[config.mk]
export PLATFORM = sky130hd
export DESIGN_NAME = core_wb_pipe_flat
export DESIGN_NICKNAME = d
export VERILOG_FILES = /design/src/rtl/core_wb_pipe_if.sv /design/src/rtl/core_wb_pipe.sv /design/src/flat_wrapper.sv
export SDC_FILE = /design/constraint.sdc
export NUM_CORES = 1
export LEC_CHECK = 0
export CAP_MARGIN = 0
export CORE_MARGIN = 8
export CORE_UTILIZATION = 51
export CTS_CLUSTER_SIZE = 14
export DETAILED_ROUTE_END_ITERATION = 6
export HOLD_SLACK_MARGIN = 0.08
export PLACE_DENSITY = 0.82
export SLEW_MARGIN = 20
export SYNTH_ARGS = -nofsm -noshare
export SYNTH_HDL_FRONTEND = slang
export SYNTH_SLANG_ARGS = --single-unit
[constraint.sdc]
create_clock -name clk -period 5 [get_ports clk]
set_clock_uncertainty 0.15 [all_clocks]
set_input_delay 1.5 -clock clk [delete_from_list [all_inputs] [get_ports clk]]
set_output_delay 1.5 -clock clk [all_outputs]
set_load 0.05 [all_outputs]
[src/rtl/core_wb_pipe_if.sv]
// Bundle between the execute stage (master) and the writeback pipeline (slave):
// the stage-control, incoming-result, commit, forwarding and occupancy signals.
interface core_wb_pipe_if #(
  parameter int DW    = 32,
  parameter int AW    = 5,
  parameter int PCW   = 32,
  parameter int DEPTH = 2,
  parameter int NRD   = 2
);
  logic                         halt;
  logic                         flush;
  logic                         in_wb;
  logic [AW-1:0]                in_addr;
  logic [DW-1:0]                in_data;
  logic [PCW-1:0]               in_pc;
  logic                         wb;
  logic [AW-1:0]                wb_addr;
  logic [DW-1:0]                wb_data;
  logic [PCW-1:0]               wb_pc;
  logic [NRD*AW-1:0]            rd_addr;
  logic [NRD-1:0]               fwd_hit;
  logic [NRD*DW-1:0]            fwd_data;
  logic [$clog2(DEPTH+1)-1:0]   occ;

  modport master (
    output halt, flush, in_wb, in_addr, in_data, in_pc, rd_addr,
    input  wb, wb_addr, wb_data, wb_pc, fwd_hit, fwd_data, occ
  );

  modport slave (
    input  halt, flush, in_wb, in_addr, in_data, in_pc, rd_addr,
    output wb, wb_addr, wb_data, wb_pc, fwd_hit, fwd_data, occ
  );
endinterface

[src/rtl/core_wb_pipe.sv]
// Writeback pipeline: DEPTH result stages, commit from the oldest, operand forwarding.
// Optional macro I2D_WB_PIPE_IN_BYPASS_EN also forwards the incoming result.
module core_wb_pipe #(
  parameter int DW    = 32,
  parameter int AW    = 5,
  parameter int PCW   = 32,
  parameter int DEPTH = 2,
  parameter int NRD   = 2
) (
  input  logic            clk,
  input  logic            rst,
  core_wb_pipe_if.slave   bus
);
  localparam int OW = $clog2(DEPTH+1);

  logic [DEPTH-1:0]          vld_q,  vld_d;
  logic [DEPTH-1:0][AW-1:0]  addr_q, addr_d;
  logic [DEPTH-1:0][DW-1:0]  data_q, data_d;
  logic [DEPTH-1:0][PCW-1:0] pc_q,   pc_d;
  logic [OW-1:0]             occ_q,  occ_d;
  logic [NRD-1:0]            fwd_hit_s;
  logic [NRD*DW-1:0]         fwd_data_s;

  function automatic logic [OW-1:0] count_valid(input logic [DEPTH-1:0] v);
    logic [OW-1:0] c;
    c = '0;
    for (int i = 0; i < DEPTH; i++) begin
      c = c + OW'(v[i]);
    end
    return c;
  endfunction

  // Next stage contents: flush clears, halt holds, otherwise shift toward commit.
  always_comb begin
    vld_d  = vld_q;
    addr_d = addr_q;
    data_d = data_q;
    pc_d   = pc_q;
    if (bus.flush) begin
      vld_d  = '0;
      addr_d = '0;
      data_d = '0;
      pc_d   = '0;
    end else if (!bus.halt) begin
      for (int i = DEPTH-1; i >= 1; i--) begin
        vld_d[i]  = vld_q[i-1];
        addr_d[i] = addr_q[i-1];
        data_d[i] = data_q[i-1];
        pc_d[i]   = pc_q[i-1];
      end
      // Bubbles carry zeroed fields so commit outputs stay zero without extra gating.
      vld_d[0]  = bus.in_wb;
      addr_d[0] = bus.in_wb ? bus.in_addr : {AW{1'b0}};
      data_d[0] = bus.in_wb ? bus.in_data : {DW{1'b0}};
      pc_d[0]   = bus.in_wb ? bus.in_pc   : {PCW{1'b0}};
    end else begin
      vld_d = vld_q;
    end
    occ_d = count_valid(vld_d);
  end

  // Stage registers and occupancy counter.
  always_ff @(posedge clk or negedge rst) begin
    if (!rst) begin
      vld_q  <= '0;
      addr_q <= '0;
      data_q <= '0;
      pc_q   <= '0;
      occ_q  <= '0;
    end else begin
      vld_q  <= vld_d;
      addr_q <= addr_d;
      data_q <= data_d;
      pc_q   <= pc_d;
      occ_q  <= occ_d;
    end
  end

  // Forwarding: scan oldest to youngest so the youngest match overwrites.
  always_comb begin
    fwd_hit_s  = '0;
    fwd_data_s = '0;
    for (int p = 0; p < NRD; p++) begin
      for (int i = DEPTH-1; i >= 0; i--) begin
        if (vld_q[i] && (addr_q[i] == bus.rd_addr[p*AW +: AW])) begin
          fwd_hit_s[p]           = 1'b1;
          fwd_data_s[p*DW +: DW] = data_q[i];
        end else begin
          fwd_hit_s[p]           = fwd_hit_s[p];
        end
      end
`ifdef I2D_WB_PIPE_IN_BYPASS_EN
      if (bus.in_wb && !bus.flush && (bus.in_addr == bus.rd_addr[p*AW +: AW])) begin
        fwd_hit_s[p]           = 1'b1;
        fwd_data_s[p*DW +: DW] = bus.in_data;
      end else begin
        fwd_hit_s[p]           = fwd_hit_s[p];
      end
`endif
    end
  end

  // A flush still lets the oldest result commit; halt suppresses it until released.
  assign bus.wb       = vld_q[DEPTH-1] & (~bus.halt | bus.flush);
  assign bus.wb_addr  = vld_q[DEPTH-1] ? addr_q[DEPTH-1] : {AW{1'b0}};
  assign bus.wb_data  = vld_q[DEPTH-1] ? data_q[DEPTH-1] : {DW{1'b0}};
  assign bus.wb_pc    = vld_q[DEPTH-1] ? pc_q[DEPTH-1]   : {PCW{1'b0}};
  assign bus.fwd_hit  = fwd_hit_s;
  assign bus.fwd_data = fwd_data_s;
  assign bus.occ      = occ_q;
endmodule
[src/flat_wrapper.sv]
// flat-port wrapper written by rule: the top's interface ports become plain ports
module core_wb_pipe_flat 
#(
  parameter int DW    = 32,
  parameter int AW    = 5,
  parameter int PCW   = 32,
  parameter int DEPTH = 2,
  parameter int NRD   = 2
)
  (clk, rst, bus_halt, bus_flush, bus_in_wb, bus_in_addr, bus_in_data, bus_in_pc, bus_rd_addr, bus_wb, bus_wb_addr, bus_wb_data, bus_wb_pc, bus_fwd_hit, bus_fwd_data, bus_occ);
  core_wb_pipe_if #(.DW(DW), .AW(AW), .PCW(PCW), .DEPTH(DEPTH), .NRD(NRD)) bus_i ();
  input  logic clk;
  input  logic rst;
  input wire logic [$bits(bus_i.halt)-1:0] bus_halt;
  input wire logic [$bits(bus_i.flush)-1:0] bus_flush;
  input wire logic [$bits(bus_i.in_wb)-1:0] bus_in_wb;
  input wire logic [$bits(bus_i.in_addr)-1:0] bus_in_addr;
  input wire logic [$bits(bus_i.in_data)-1:0] bus_in_data;
  input wire logic [$bits(bus_i.in_pc)-1:0] bus_in_pc;
  input wire logic [$bits(bus_i.rd_addr)-1:0] bus_rd_addr;
  output wire logic [$bits(bus_i.wb)-1:0] bus_wb;
  output wire logic [$bits(bus_i.wb_addr)-1:0] bus_wb_addr;
  output wire logic [$bits(bus_i.wb_data)-1:0] bus_wb_data;
  output wire logic [$bits(bus_i.wb_pc)-1:0] bus_wb_pc;
  output wire logic [$bits(bus_i.fwd_hit)-1:0] bus_fwd_hit;
  output wire logic [$bits(bus_i.fwd_data)-1:0] bus_fwd_data;
  output wire logic [$bits(bus_i.occ)-1:0] bus_occ;
  assign bus_i.halt = bus_halt;
  assign bus_i.flush = bus_flush;
  assign bus_i.in_wb = bus_in_wb;
  assign bus_i.in_addr = bus_in_addr;
  assign bus_i.in_data = bus_in_data;
  assign bus_i.in_pc = bus_in_pc;
  assign bus_i.rd_addr = bus_rd_addr;
  assign bus_wb = bus_i.wb;
  assign bus_wb_addr = bus_i.wb_addr;
  assign bus_wb_data = bus_i.wb_data;
  assign bus_wb_pc = bus_i.wb_pc;
  assign bus_fwd_hit = bus_i.fwd_hit;
  assign bus_fwd_data = bus_i.fwd_data;
  assign bus_occ = bus_i.occ;
  core_wb_pipe #(.DW(DW), .AW(AW), .PCW(PCW), .DEPTH(DEPTH), .NRD(NRD)) u_core (.clk(clk), .rst(rst), .bus(bus_i));
endmodule
# After elaboration in Yosys (flattened, before gate mapping)
# Cells that the tools add are included.
# classes
add_sub_neg	1
eq_ne	5
mux	22
bitwise_logic	3
reduce_logical	4
# op_table
cell	count
2-to-1 mux 32 bit	8
2-to-1 mux 64 bit	4
equality test 5 bit	4
2-to-1 mux 10 bit	2
2-to-1 mux 5 bit	2
logical AND 1 bit	4
2-to-1 mux 1 bit	4
2-to-1 mux 2 bit	2
adder 1 x 1 -> 2 bit	1
inequality test 2 x 1 -> 1 bit, second input constant	1
bitwise AND 1 bit	1
inverter 1 bit	1
bitwise OR 1 bit	1
# word_totals
regBits	142
wordCells	43

# Depth between registers and ports, before layout
# Gate-level depths: netlist (run 1).
# depth
ltp_word	4
ltp_mapped	6
ltp_nobuf	4

# Worst setup path after synthesis (run 1)
# OpenSTA, ideal clock, no wires.
# synth_path
kind	input to output
from	in bus_rd_addr[5]
to	out bus_fwd_data[35]
required_time_ns	3.350
stages	6
path_slack_ns	0.515
arrival_time_ns	2.835
cell_sequence	xor2_1 -> nor4_1 -> and3_1 -> buf_6 -> buf_8 -> mux2_1
# synth_between
elab_chain_len	4
word_cells_on_any_way	6
# synth_lines
element	line	text
from (decl)	flat_wrapper.sv:20	input wire logic [$bits(bus_i.rd_addr)-1:0] bus_rd_addr;
equality test 5 bit	core_wb_pipe.sv:85	if (vld_q[i] && (addr_q[i] == bus.rd_addr[p*AW +: AW])) begin
logical AND 1 bit	core_wb_pipe.sv:85	
2-to-1 mux 32 bit	core_wb_pipe.sv:85	
2-to-1 mux 32 bit *	core_wb_pipe.sv:85	
to (decl)	flat_wrapper.sv:26	output wire logic [$bits(bus_i.fwd_data)-1:0] bus_fwd_data;
# Mark *: on every way between the ends. The rest lies on a longest branch, timed or not.

# Worst setup path in the final report (run 1)
# layout_path
from	in bus_rd_addr[9]
to	out bus_fwd_data[52]
# The elaborated chain is that of the path after synthesis.

==> results.cfg, run 1 <==
[placed_design]
dp_hpwl_um = 15200
numPortBuffers = 221
gp_congestion = 0.866
preCtsSetupSlack_ns = -0.175

[logic_synthesis]
synth_top_family_by_area = multiplexers
synth_seq_cells = 142
syn_area_um2 = 7370
ys_seq_area_frac = 0.482
synth-simple-area-share = 0.137
yosys.area.top_type = dfrtp_1
syn_area_per_cell_um2 = 10.9
syn-num-nets = 761
synth_warnings = 0
synthDistinctLibCells = 26
synth_fa_ha_area_frac = 0.00170
synth-compound-area-share = 0.0852
synthTopCellsByArea = dfrtp_1, mux2i_1, a22o_1, mux2_4, mux2_2
synth_top_cell_area_share = 0.482
synth.area.mux_share = 0.207
synth_cells = 676
synth_xor_area_frac = 0.0238

[clock_network]
h-tree-depth = 4
clk_pin_slew_worst_paths_ns = 0.06
cts_hold_buf = 0
cts_made_buffers = 17
cts_tree = built
clock_latency_ns = 0.41
cts_buffer_depth = 2
clkSinkCount = 142
clock-root-buffer = clkbuf_16

[sta]
tightest_slew_ns = 0.974
hold_violations = 0
fmax_ghz = 0.200
period_minus_slack_ns = 5.01
holdWs_ns = 0.349
rsz0062_at_grt = yes
setup_ws_ns = -0.00745
fin_crit_sh = 1.00
setup_viol = 3
drv_slew = 0
slew_headroom = 0.351

[route]
drc = 0
wire_per_inst_um = 22.5
wl_um = 24600
first_pass_iters = 5
avgViaCountPerCell = 5.81
postRouteAntennaNets = 0
drt_iter0_drc = 621
vias = 6338

[flow_run]
max_cap_violations = 0

[setup_path]
crit_required_ns = 3.35
worst-path-max-fanout = 4
critPathLaunchType = input port
crit_path_end_kind = primary output
critPathArrivalTime_ns = 3.36
critPathKind = in -> out
r2r_setup_slack_ns = 3.20

[floorplanning]
rows = 44
die_area_um2 = 18600
pin_count = 222
fp.coreArea_um2 = 14300
die_w_um = 136
die_h_um = 136
start_util = 0.515

[power]
ir_drop_mv = 0.224
p_leak_nw = 5.34
power.density_nw_per_um2 = 237

[global_routing]
grt_pass1_vias = 6736
antenna_found_initial = 0
overflow = 0
grt_pass1_wl_um = 38100
grt_max_degree = 122
globalRouteTotalUtil = 0.264

[layout]
drive_gt1_frac = 0.231
nNetsFinal = 979
multiInputGateArea_um2 = 3500
synthToLayoutAreaGrowth_pct = 54.4
final-seq-area_um2 = 3550
num-fill-cells = 838

[run_status]
status = complete, but fails checks
violations = negative setup slack

[worst_hold_path]
hp-class = reg -> reg
critical path, cell delays in order:
cell and delay [ns]:
clkdlybuf4s15_1 0.21, xor2_1 0.19, nor4_2 0.32, and3_4 0.32
bufbuf_16 0.29, mux2_2 0.37, buf_12 0.16
registers in the layout, indices dropped and copies added, names as in the netlist:
signal	flops
u_core.data_q	64
u_core.pc_q	64
u_core.bus.occ	2
u_core.addr_q	10
u_core.vld_q	2
metal layers:
layer  GRT usage  vias to the layer above  routed length (um)
li1            -                     2762                   -
met1       0.322                     3181                9740
met2       0.436                      343               12100
met3      0.0643                       52                2080
met4       0.117                        0                 686
met5           0                        -                   0
path summary, 6_finish.rpt:
check | start | end | cells after the start
worst min register to register | u_core.pc_q[9] | u_core.pc_q[9] | 1
worst max register to register | u_core.vld_q[1] | u_core.bus.occ[0] | 4
max in group asynchronous | rst | u_core.pc_q[15] | 2
worst min-delay path | u_core.pc_q[9] | u_core.pc_q[9] | 1
worst max-delay path | bus_rd_addr[9] | bus_fwd_data[52] | 7
min in group asynchronous | rst | u_core.data_q[21] | 1
synthesized netlist by cell type:
cell      number
mux2_4        29
mux2_2        30
a21o_1         3
nor2b_1        2
and2_1        37
mux2i_1       70
xnor2_1       12
buf_2         21
nor4_1         2
clkbuf_1      30
buf_12         3
and3_1         2
buf_6          2
inv_1         32
xor2_1         8
nand2_1       34
nand3_1        2
nor3_1        64
a22o_1        68
ha_1           1
buf_8          3
nor3b_2        1
dfrtp_1      142
mux2_1         5
a22o_2         1
nor2_1        72
repair_timing:
item / in CTS / in global routing
setup buffers: 6 / 2
gates cloned: 8 / 0
resized for setup: 44 / 11
pin swaps: 4 / 4
setup endpoints to repair: 56 / 40
kinds of logic after synthesis:
logic type | after synthesis
xor+xnor | 20
flops | 142
buf+inv | 91
mux | 134
compound gates | 72
fa+ha+maj | 1
simple gates | 216
final cells by class:
type                            count  area share
Multi-Input combinational cell    443       0.307
Inverter                           32      0.0105
Sequential cell                   142       0.312
Clock inverter                     11      0.0104
Tap cell                          184      0.0202
Clock buffer                       20      0.0384
Timing Repair Buffer              258       0.301
Antenna cell                        1    0.000220
cell usage in the layout, fill, tap and decap left out, drive strengths merged, types with 4 or more instances in the layout:
cell type      instances
a22o                  69
and2                  37
buf                  103
clkbuf                23
clkdlybuf4s50        143
clkinv                 4
clkinvlp               4
dfrtp                142
dlygate4sd2            5
inv                   33
mux2                  64
mux2i                 70
nand2                 34
nor2                  72
nor3                  64
xnor2                 12
xor2                   8
per-stage QoR:
stage / TNS, ns / cell area (um2) / std cells / utilization / total power (W)
global placement: -2.02 / 10300 / 1043 / 0.722 / 0.00149
detailed placement: -6.21 / 10300 / 1043 / 0.722 / 0.00150
floorplan: 0 / 7370 / 676 / - / 0.00135
global route: -0.0793 / 11400 / 1090 / 0.795 / 0.00278
CTS: -0.129 / 11300 / 1088 / 0.791 / 0.00269
finish: -0.0130 / 11400 / 1091 / 0.795 / 0.00270
where the power goes:
group	internal [W]	switching, W
sequential	0.00118	0.0000328
combinational	0.000129	0.000147
clock	0.000728	0.000476
total	0.00204	0.000656
No activity file was read; power rests on OpenSTA's default activity.
==> run 2, diff against run 1 <==
CORE_MARGIN = 1   (was 8)
==> results.cfg, run 2 (synthesized netlist as in run 1, its figures left out) <==
[run_status]
status = completed

[setup_path]
r2r_setup_slack_ns = 3.09
timing.rr.end = u_core.bus.occ[0]
critPathKind = in -> out
r2r_start = u_core.vld_q[1]
worst_path_most_repeated_cell = buf_12
cp_cell_sequence = dlygate4sd2_1 -> xor2_1 -> nor4_1 -> and3_4 -> buf_12 -> buf_16 -> mux2_2 -> buf_12
critPathMaxStageDelay_ns = 0.37
critPathArrivalTime_ns = 3.28
crit_required_ns = 3.35
startpoint = bus_rd_addr[7]
worst-path-max-fanout = 11
ff2ff_path_depth = 3
crit_slowest_cell = mux2_2
crit_path_end_kind = primary output
critPathLaunchType = input port

[layout]
synthToLayoutAreaGrowth_pct = 52.4
layout_commonest_cell = clkdlybuf4s50_1
finish.utilization = 0.803
mostFrequentLayoutCells = clkdlybuf4s50_1, dfrtp_1, buf_12
reg_top3 = u_core.data_q (64), u_core.pc_q (64), u_core.addr_q (10)
nNetsFinal = 973
num-fill-cells = 831
drive_gt1_frac = 0.222

[clock_network]
clkSinkCount = 142
clk_pin_slew_worst_paths_ns = 0.06
cts_made_buffers = 17
cts_buffer_depth = 2
cts_tree = built
clock-root-buffer = clkbuf_16
h-tree-depth = 4
cts_hold_buf = 0
clock_latency_ns = 0.40

[floorplanning]
start_util = 0.527
fp.coreArea_um2 = 14000
die_w_um = 122
die_h_um = 122
pin_count = 222
die_area_um2 = 14900
rows = 43

[placed_design]
gp_congestion = 0.867
numPortBuffers = 221
dp_hpwl_um = 13900

[sta]
rsz0062_at_grt = no
drv_slew = 0
holdWs_ns = 0.351
fin_crit_sh = 0.985
hold_violations = 0
tightest_slew_ns = 0.995
slew_headroom = 0.337
fmax_ghz = 0.203
setup_viol = 0
period_minus_slack_ns = 4.93

[global_routing]
antenna_found_initial = 0
grt_pass1_wl_um = 35000
globalRouteTotalUtil = 0.306
grt_pass1_vias = 6513
grt_max_degree = 99
overflow = 0

[power]
power.density_nw_per_um2 = 246
ir_drop_mv = 0.159
p_total_w = 0.00277
p_leak_nw = 5.28

[route]
vias = 6213
first_pass_iters = 5
postRouteAntennaNets = 0
drt_iter0_drc = 390
drc = 0
wire_per_inst_um = 20.4
wl_um = 22100
avgViaCountPerCell = 5.74

[worst_hold_path]
whs_path_depth = 1
whs_endpoint = u_core.pc_q[7]
hp-class = reg -> reg
hp-start = u_core.pc_q[7]

[flow_run]
max_cap_violations = 0
## run 2: repair_timing
action	in CTS	in global routing
setup buffers	3	1
gates cloned	4	0
endpoints found under the setup margin	64	8
pin swaps	4	2
gates resized for setup	31	1
## run 2: worst max path at each step
| stage | to | cells past startpoint |
|---|---|---|
| 3_5_place_dp | bus_fwd_data[0] | 7 |
| 4_1_cts | bus_fwd_data[11] | 8 |
| 3_3_place_gp | bus_fwd_data[0] | 7 |
| 2_1_floorplan | bus_fwd_data[35] | 6 |
| 6_report | bus_fwd_data[49] | 8 |
| 5_1_grt | bus_fwd_data[27] | 8 |
## run 2: critical path: cells and delay by family
family / cells / cell delay, ns
multiplexers: 1 / 0.37
AND/OR/NAND/NOR: 2 / 0.55
XOR/XNOR: 1 / 0.18
buffers and inverters: 4 / 0.67
## run 2: area by class of cell
cell class	count	area, um2	share of cell area
antenna	1	2.50	0.000223
clock buffer	20	437	0.0389
clock inverter	12	163	0.0145
inverter	32	120	0.0107
multi-input combinational	443	3430	0.305
sequential	142	3550	0.316
tap	180	225	0.0200
timing repair buffer	252	3310	0.294
## run 2: layer usage
layer | GRT usage | up-vias | wire [um]
met5 | 0 | - | 0
li1 | - | 2753 | -
met1 | 0.380 | 3097 | 8830
met3 | 0.0813 | 55 | 1760
met2 | 0.497 | 308 | 10900
met4 | 0.141 | 0 | 651
## run 2: per-stage QoR
stage | setup TNS (ns) | std cells | setup WS, ns | cell area [um2]
after global placement | -2.28 | 1041 | -0.101 | 10400
after floorplan | 0 | 676 | 0.515 | 7370
after detailed placement | -2.75 | 1041 | -0.105 | 10400
final | 0 | 1082 | 0.0725 | 11200
after CTS | 0 | 1080 | 0.0418 | 11200
after global routing | 0 | 1081 | 0.0169 | 11200
## run 2: where the power goes
group,switching (W),internal (W)
Sequential,0.0000334,0.00118
Clock,0.000495,0.000791
Combinational,0.000140,0.000126
